File: src/rtl/coin_pkg.sv
// Shared widths, coin values, switch indices and FSM state type for the
// coin/credit front end.
package coin_pkg;

    localparam int CREDIT_W = 4;

    localparam logic [CREDIT_W-1:0] COIN_100_UNITS = 4'd1;
    localparam logic [CREDIT_W-1:0] COIN_500_UNITS = 4'd5;

    localparam int SW_COIN_100 = 0;
    localparam int SW_COIN_500 = 1;
    localparam int SW_CONFIRM  = 2;
    localparam int SW_CANCEL   = 3;
    localparam int NUM_SW      = 4;

    typedef enum logic [1:0] {
        IDLE,
        COLLECTING,
        REQUEST,
        REFUND
    } fe_state_t;

endpackage

File: src/rtl/switch_debouncer.sv
// Two-flop synchroniser, stability counter and rising-edge pulse for one raw
// slide switch.
module switch_debouncer #(
    parameter int DEBOUNCE_CYCLES = 500000
) (
    input  logic clock,
    input  logic reset,
    input  logic raw,
    output logic pulse
);

    localparam int CNT_W = (DEBOUNCE_CYCLES > 1) ? $clog2(DEBOUNCE_CYCLES) : 1;
    localparam logic [CNT_W-1:0] CNT_LAST = CNT_W'(DEBOUNCE_CYCLES - 1);

    logic             sync1_reg;
    logic             sync2_reg;
    logic             stable_reg;
    logic             stable_d_reg;
    logic [CNT_W-1:0] cnt_reg;

    always_ff @(posedge clock) begin
        if (reset) begin
            sync1_reg    <= 1'b0;
            sync2_reg    <= 1'b0;
            stable_reg   <= 1'b0;
            stable_d_reg <= 1'b0;
            cnt_reg      <= '0;
        end else begin
            sync1_reg    <= raw;
            sync2_reg    <= sync1_reg;
            stable_d_reg <= stable_reg;
            // Any sample matching the accepted level restarts the count.
            if (sync2_reg == stable_reg) begin
                cnt_reg <= '0;
            end else if (cnt_reg == CNT_LAST) begin
                stable_reg <= sync2_reg;
                cnt_reg    <= '0;
            end else begin
                cnt_reg <= cnt_reg + 1'b1;
            end
        end
    end

    assign pulse = stable_reg & ~stable_d_reg;

endmodule

File: src/rtl/coin_credit_front_end.sv
// Conditions the four raw switches, accumulates credit and hands it to the
// downstream vend logic through a req/ack handshake, with cancel/refund.
module coin_credit_front_end
    import coin_pkg::*;
#(
    parameter int DEBOUNCE_CYCLES = 500000,
    parameter int MAX_CREDIT      = 9
) (
    input  logic                clock,
    input  logic                reset,
    input  logic                coin_100_sw,
    input  logic                coin_500_sw,
    input  logic                confirm_sw,
    input  logic                cancel_sw,
    input  logic                vend_ack,
    output logic [CREDIT_W-1:0] credit,
    output logic                vend_req,
    output logic                refund_valid,
    output logic [CREDIT_W-1:0] refund_amount,
    output logic                coin_accepted,
    output logic                coin_rejected,
    output logic                busy
);

    localparam logic [CREDIT_W:0] MAX_SUM = (CREDIT_W + 1)'(MAX_CREDIT);

    logic [NUM_SW-1:0] sw_raw;
    logic [NUM_SW-1:0] sw_pulse;

    assign sw_raw = {cancel_sw, confirm_sw, coin_500_sw, coin_100_sw};

    generate
        for (genvar gi = 0; gi < NUM_SW; gi++) begin : g_deb
            switch_debouncer #(
                .DEBOUNCE_CYCLES(DEBOUNCE_CYCLES)
            ) u_deb (
                .clock(clock),
                .reset(reset),
                .raw  (sw_raw[gi]),
                .pulse(sw_pulse[gi])
            );
        end
    endgenerate

    logic p100, p500, p_confirm, p_cancel;
    assign p100      = sw_pulse[SW_COIN_100];
    assign p500      = sw_pulse[SW_COIN_500];
    assign p_confirm = sw_pulse[SW_CONFIRM];
    assign p_cancel  = sw_pulse[SW_CANCEL];

    fe_state_t state_reg;
    logic      pending_reg;

    // At most one coin is applied per cycle; a coin_100 colliding with a
    // coin_500 waits one cycle in the pending flag.
    logic                coin_take;
    logic [CREDIT_W-1:0] coin_val;
    logic                extra_reject;
    logic                pending_upd;
    logic [CREDIT_W:0]   sum_wide;
    logic                coin_fits;
    logic [CREDIT_W-1:0] credit_upd;
    logic                any_coin;

    always_comb begin
        coin_take    = 1'b0;
        coin_val     = '0;
        extra_reject = 1'b0;
        pending_upd  = 1'b0;
        if (p500) begin
            coin_take    = 1'b1;
            coin_val     = COIN_500_UNITS;
            extra_reject = p100 & pending_reg;
            pending_upd  = p100 | pending_reg;
        end else if (pending_reg) begin
            coin_take    = 1'b1;
            coin_val     = COIN_100_UNITS;
            extra_reject = p100;
        end else if (p100) begin
            coin_take = 1'b1;
            coin_val  = COIN_100_UNITS;
        end
    end

    assign sum_wide   = {1'b0, credit} + {1'b0, coin_val};
    assign coin_fits  = coin_take && (sum_wide <= MAX_SUM);
    assign credit_upd = coin_fits ? sum_wide[CREDIT_W-1:0] : credit;
    assign any_coin   = p100 | p500 | pending_reg;

    always_ff @(posedge clock) begin
        if (reset) begin
            state_reg     <= IDLE;
            pending_reg   <= 1'b0;
            credit        <= '0;
            vend_req      <= 1'b0;
            refund_valid  <= 1'b0;
            refund_amount <= '0;
            coin_accepted <= 1'b0;
            coin_rejected <= 1'b0;
            busy          <= 1'b0;
        end else begin
            coin_accepted <= 1'b0;
            coin_rejected <= 1'b0;
            refund_valid  <= 1'b0;
            case (state_reg)
                IDLE, COLLECTING: begin
                    if (p_cancel && state_reg == COLLECTING) begin
                        coin_rejected <= any_coin;
                        pending_reg   <= 1'b0;
                        refund_valid  <= 1'b1;
                        refund_amount <= credit;
                        busy          <= 1'b1;
                        state_reg     <= REFUND;
                    end else begin
                        coin_accepted <= coin_fits;
                        coin_rejected <= (coin_take & ~coin_fits) | extra_reject;
                        pending_reg   <= pending_upd;
                        credit        <= credit_upd;
                        // Confirm sees the credit including this cycle's coin.
                        if (p_confirm && credit_upd != '0) begin
                            vend_req  <= 1'b1;
                            busy      <= 1'b1;
                            state_reg <= REQUEST;
                        end else begin
                            state_reg <= (credit_upd != '0) ? COLLECTING : IDLE;
                        end
                    end
                end
                REQUEST: begin
                    coin_rejected <= any_coin;
                    pending_reg   <= 1'b0;
                    if (vend_ack) begin
                        vend_req  <= 1'b0;
                        credit    <= '0;
                        busy      <= 1'b0;
                        state_reg <= IDLE;
                    end
                end
                REFUND: begin
                    coin_rejected <= any_coin;
                    pending_reg   <= 1'b0;
                    credit        <= '0;
                    refund_amount <= '0;
                    busy          <= 1'b0;
                    state_reg     <= IDLE;
                end
                default: state_reg <= IDLE;
            endcase
        end
    end

endmodule

File: config.mk
export PLATFORM = sky130hd
export DESIGN_NAME = coin_credit_front_end
export DESIGN_NICKNAME = d
export VERILOG_FILES = /design/src/rtl/coin_pkg.sv /design/src/rtl/switch_debouncer.sv /design/src/rtl/coin_credit_front_end.sv
export SDC_FILE = /design/constraint.sdc
export NUM_CORES = 1
export LEC_CHECK = 0
export CAP_MARGIN = 10
export CORE_ASPECT_RATIO = 0.75
export CORE_MARGIN = 2
export CORE_UTILIZATION = 35
export DETAILED_ROUTE_END_ITERATION = 10
export MAX_ROUTING_LAYER = met4
export PLACE_DENSITY_LB_ADDON = 0.25
export SLEW_MARGIN = 20
export SYNTH_ARGS = -nofsm -noshare
export SYNTH_HDL_FRONTEND = slang
export SYNTH_SLANG_ARGS = --single-unit
File: constraint.sdc
create_clock -name clock -period 2.6 [get_ports clock]
set_input_delay 0.26 -clock clock [delete_from_list [all_inputs] [get_ports clock]]
set_output_delay 0.26 -clock clock [all_outputs]
set_load 0.1 [all_outputs]
# After elaboration in Yosys (flattened, before gate mapping)
# Index checks and enable logic that the tools add are counted.
# word_totals
reg_bits,108
out_inout_bits,13
in_bits,7
# op_classes
bitwise_logic,20
n_mux,31
magnitude_cmp,1
reduce_logical,23
add_sub_neg,5
eq_ne,16
# ops
operator,count
"adder 19 x 1 -> 19 bit, second input constant",4
"equality test 19 bit, second input constant",4
2-to-1 mux 1 bit,16
2-to-1 mux 4 bit,4
OR reduction 3 bit,5
AND reduction 2 bit,7
one-hot mux 4 bit (3 select lines),1
NOT 1 bit,10
"inequality test 2 bit, second input constant",4
one-hot mux 4 bit (2 select lines),1
AND 1 bit,6
2-to-1 mux 2 bit,3
one-hot mux 1 bit (2 select lines),3
one-hot mux 2 bit (3 select lines),1
OR reduction 2 bit,3
adder 4 x 4 -> 5 bit,1
"<= comparator 5 x 4 -> 1 bit, second input constant",1
equality test 1 bit,4
"equality test 2 bit, second input constant",2
bitwise OR 1 bit,4
AND reduction 4 bit,1
nonzero test 2 bit,2
nonzero test 4 bit,1
logical AND 1 bit,3
5 further kinds,5

# Longest topological paths before layout
# depth
depth_word,14
mapped_depth,12
depth_no_buf,12

# Cells and area by module
# A second synthesis with hierarchy kept.
# unflattened
cells_unflattened,543
area_unflattened_um2,4966.0
# modules_own_cells
mod,seq_area_each_um2,n_inst,area_each_um2,cells_each
switch_debouncer at g_deb[0].u_deb ...,460.4,3,999.7,109
switch_debouncer at g_deb[3].u_deb,460.4,1,1103.6,113
coin_credit_front_end,320.3,1,863.3,103

# Worst setup path after synthesis
# No wires, ideal clock.
# synth_timing
path_type,register -> register
startpoint,register credit[0]
endpoint,register vend_req
arrival_time_ps,2999
t_required_ps,2470
setup_slack_ps,-529
period_less_slack_ps,3129
stages_incl_launch_ff,10
path_cell_list,dfxtp_1 ha_1 ha_1 clkbuf_1 xnor3_1 nand2b_1 a222oi_1 mux2i_1 a2bb2oi_1 o32ai_2
# synth_between
elab_chain_cells,8
# synth_rtl
item,line_no,rtl
"start, declared",coin_credit_front_end.sv:16,"output logic [CREDIT_W-1:0] credit,"
"start signal, assigned",coin_credit_front_end.sv:118,credit <= credit_upd;
adder 4 x 4 -> 5 bit,coin_credit_front_end.sv:85,"assign sum_wide = {1'b0, credit} + {1'b0, coin_val};"
<= comparator 5 x 4 -> 1 bit,coin_credit_front_end.sv:86,assign coin_fits = coin_take && (sum_wide <= MAX_SUM);
logical AND 1 bit,coin_credit_front_end.sv:86,
2-to-1 mux 4 bit *,coin_credit_front_end.sv:87,assign credit_upd = coin_fits ? sum_wide[CREDIT_W-1:0] : credit;
nonzero test 4 bit *,coin_credit_front_end.sv:120,if (p_confirm && credit_upd != '0) begin
logical AND 1 bit *,coin_credit_front_end.sv:120,
inequality test 2 bit (no source line) *,--,
AND reduction 4 bit (no source line) *,--,
"end signal, assigned",coin_credit_front_end.sv:95,vend_req <= 1'b0;
"end signal, assigned",coin_credit_front_end.sv:121,vend_req <= 1'b1;
"end signal, assigned",coin_credit_front_end.sv:133,vend_req <= 1'b0;
"end, declared",coin_credit_front_end.sv:17,"output logic vend_req,"
# Mark *: on every way between the ends. The rest lies on a longest branch, timed or not.
# A chain may end at the register's enable or synchronous reset.

# Worst setup path in the final report
# layout_timing
startpoint,register g_deb[0].u_deb.stable_reg
endpoint,register vend_req
# layout_between
elab_chain_cells,12
word_cells_on_any_way,15
# layout_rtl
item,line_no,rtl
"start, declared",switch_debouncer.sv:17,logic stable_reg;
"start signal, assigned",switch_debouncer.sv:36,stable_reg <= sync2_reg;
AND 1 bit *,switch_debouncer.sv:44,assign pulse = stable_reg & ~stable_d_reg;
2-to-1 mux 1 bit,coin_credit_front_end.sv:79,end else if (p100) begin
2-to-1 mux 1 bit,coin_credit_front_end.sv:75,end else if (pending_reg) begin
2-to-1 mux 3 bit,coin_credit_front_end.sv:70,if (p500) begin
adder 4 x 4 -> 5 bit,coin_credit_front_end.sv:85,
<= comparator 5 x 4 -> 1 bit,coin_credit_front_end.sv:86,
logical AND 1 bit,coin_credit_front_end.sv:86,
2-to-1 mux 4 bit *,coin_credit_front_end.sv:87,
nonzero test 4 bit *,coin_credit_front_end.sv:120,
logical AND 1 bit *,coin_credit_front_end.sv:120,
inequality test 2 bit (no source line) *,--,
AND reduction 4 bit (no source line) *,--,
# Marked as above.

==> results by group <==
Global route
  – Initial antenna violation count: 0
  – GRT overflow: 0
  – Global-route wire length before repair: about 16000 µm
  – Total Routing Usage GR: between 10% and 20%
  – Via count of the first global-routing pass: between 3000 and 4000
  – Largest net degree at the start of global routing: 30

Detailed routing
  – Routed wire length on met2: 3920 µm
  – Per-cell routed wire length: ~12 µm
  – M1 wire length: about 4600 µm
  – Initial DRC Count: between 150 and 200
  – Post-Route WL: between 8000 and 9000 µm
  – Antenna Nets Post-Route: 0
  – DR DRC count: 0
  – TritonRoute pass-1 iters: 4
  – DR vias/cell: 4.80
  – Highest metal used: met4
  – Metal3 WL: ~330 µm
  – Vias: 3511

Synth
  – Synthesized instance count: between 500 and 600
  – Syn Nets: between 500 and 600
  – Synth area leader: dfxtp_1
  – Post-synth EDFFs: 0
  – Synth unique cells: 47
  – Synth area leaders: dfxtp_1 (47%), nor2_1 (8.1%), xor2_1 (7.8%)
  – Async S/R FF share, synth: 0%
  – Synth Flop Type: dfxtp_1
  – Post-synthesis sequential area ratio: 46.9%
  – #FFs+latches synth: around 110
  – Synth warnings: 0
  – Post-Syn Area per Cell: 8.74 µm²
  – Synthesized area: 4610 µm²
  – Top-count cell post-synth: dfxtp_1
  – Top cell type's share of synthesized area: 46.9%
  – Commonest cells post-synth: dfxtp_1 (108), nor2_1 (99), nand2_1 (43), xor2_1 (41), nand3_1 (35)

Layout
  – Final #Nets: 569
  – Share of cells above drive strength 1: a little under an eighth
  – Max reg flops: 76
  – Area growth from synthesis to layout: 17.1%
  – Fillers: between 1000 and 1500
  – Number of diodes: 0

Placement
  – Worst slack, placed: -90.5 ps
  – Port-buffer cells: 19
  – Gpl congestion: 0.885
  – Post-DP HPWL: approximately 6300 µm

Clock tree
  – CTS sink count: 108
  – Clock-pin slew on the worst setup and hold paths: ~70 ps
  – Max clock buf depth: 2
  – Cts bufs inserted: 9
  – Htree depth: 3
  – CTS root buf: clkbuf_16
  – CTS Hold Bufs: 0
  – CTS tree: done
  – Clock latency on the worst-skew pair: around 350 ps

Floorplanning
  – Num rows: 36
  – I/O Pins: 20
  – Die H: slightly above 100 µm
  – Starting density of the core: approximately 36%
  – Die W: between 100 and 150 µm
  – Core area: roughly 13000 µm²
  – Die area: about 14000 µm²

Critical path
  – CP Capture Type: flop
  – Type of the worst setup path: flop to flop
  – CP Data Required Time: between 2000 and 3000 ps
  – CP arrival: ~2800 ps
  – Crit start category: flop
  – Worst Path Max Fanout: 3

Run status
  – Status: finished, final reports clean

STA
  – Setup ws final: between 30 and 40 ps
  – RSZ-0062 raised after global routing: true
  – Layout Skew: slightly above 6 ps
  – Max Slew Vio Count: 0
  – Final min period: 2570 ps
  – Fin. Hold Viols: 0
  – Fmax: 389 MHz
  – Final period utilization: 98.8%
  – Rel. slew slack: between 60% and 70%
  – Measured slew at the worst slew-check pin: approximately 580 ps
  – Endpoints failing setup: 0
  – Post-route setup TNS: 0 ps

Power
  – Peak supply drop: between 0.3 and 0.4 mV
  – Static Leak: between 1.5 and 2 nW
  – PD cells: 568 nW/µm²
  – Design Power: 3.07 mW

Run
  – MaxCap Viol Count: 0

Worst hold path
  – Hold Crit Class: flop to flop
layout by cell type, fill, tap and decap left out, types with 6 or more instances in the layout:
cell | synthesis | routed
nand3_1 | 35 | 35
dfxtp_1 | 108 | 104
xnor2_1 | 24 | 24
clkdlybuf4s50_1 | 0 | 6
o21ai_0 | 12 | 11
a21oi_1 | 13 | 13
nand2_1 | 43 | 41
nand4_1 | 18 | 18
or3_1 | 12 | 12
nor2b_1 | 15 | 14
xor2_1 | 41 | 40
inv_1 | 10 | 10
or2_2 | 6 | 6
and3_1 | 10 | 10
buf_4 | 0 | 28
nor4_1 | 7 | 7
clkbuf_16 | 0 | 9
nor2_1 | 99 | 98
layout make-up:
| cell class | instances | area, µm² | area share (%) |
|---|---|---|---|
| repair buffers | 34 | 270 | 5.01 |
| clock inverters | 5 | 61.3 | 1.14 |
| well taps | 171 | 214 | 3.96 |
| inverters | 10 | 37.5 | 0.696 |
| flip-flops and latches | 108 | 2170 | 40.2 |
| multi-input cells | 393 | 2410 | 44.7 |
| clock buffers | 11 | 233 | 4.31 |
critical path: stages (launching register included):
cell	delay (ps)
dfxtp_2	320
nor2b_4	130
nor2_4	90
nand2_2	80
ha_4	170
and2_4	150
maj3_2	330
xor2_2	160
a222oi_1	320
buf_4	190
mux2i_4	260
a2bb2oi_2	170
o32ai_2	80
logic make-up (layout without fill, tap and decap cells):
family                   after synthesis  after routing  synth area share, %
AND/OR/NAND/NOR                      274            274                 29.2
flip-flops                           108            108                 46.9
XOR/XNOR                              66             66                 12.8
AO/OA/AOI/OAI                         40             40                 5.57
buffers and inverters                 26             60                 2.31
adder cells (fa/ha/maj)                8              8                 2.09
multiplexers                           5              5                 1.09
layer usage:
| metal | vias to the layer above | global-route usage, % |
|---|---|---|
| li1 | 1846 | - |
| met1 | 1622 | 18.8 |
| met2 | 33 | 21.0 |
| met3 | 10 | 4.53 |
| met4 | 0 | 5.45 |
| met5 | - | - |
where the power goes:
part	internal, mW	switching [mW]
clock	0.753	0.605
combinational	0.0183	0.0257
sequential	1.66	0.00377
metrics by stage:
| stage | instances | instance area [µm²] | hold WS (ps) | utilization (%) |
|---|---|---|---|---|
| after floorplan | 527 | 4640 | 388 | - |
| after global placement | 710 | 5010 | 425 | 38.8 |
| after detailed placement | 710 | 5010 | 422 | 38.8 |
| after CTS | 729 | 5370 | 439 | 41.5 |
| after global routing | 732 | 5400 | 443 | 41.7 |
| final | 732 | 5400 | 436 | 41.7 |
worst paths after layout:
| kind | startpoint | to | slack (ps) | cells past startpoint |
|---|---|---|---|---|
| max | g_deb[0].u_deb.stable_reg | vend_req | 30 | 12 |
| min reg2reg | g_deb[3].u_deb.sync1_reg | g_deb[3].u_deb.sync2_reg | 440 | 1 |
| min | g_deb[3].u_deb.sync1_reg | g_deb[3].u_deb.sync2_reg | 440 | 1 |
| max reg2reg | g_deb[0].u_deb.stable_reg | vend_req | 30 | 12 |
what timing repair did:
action                                  in CTS  in global routing
gates resized for setup                      8                  3
pin swaps                                    3                  3
setup buffers                                3                  3
endpoints found under the setup margin       3                  6
(Power assumes the default switching activity.)
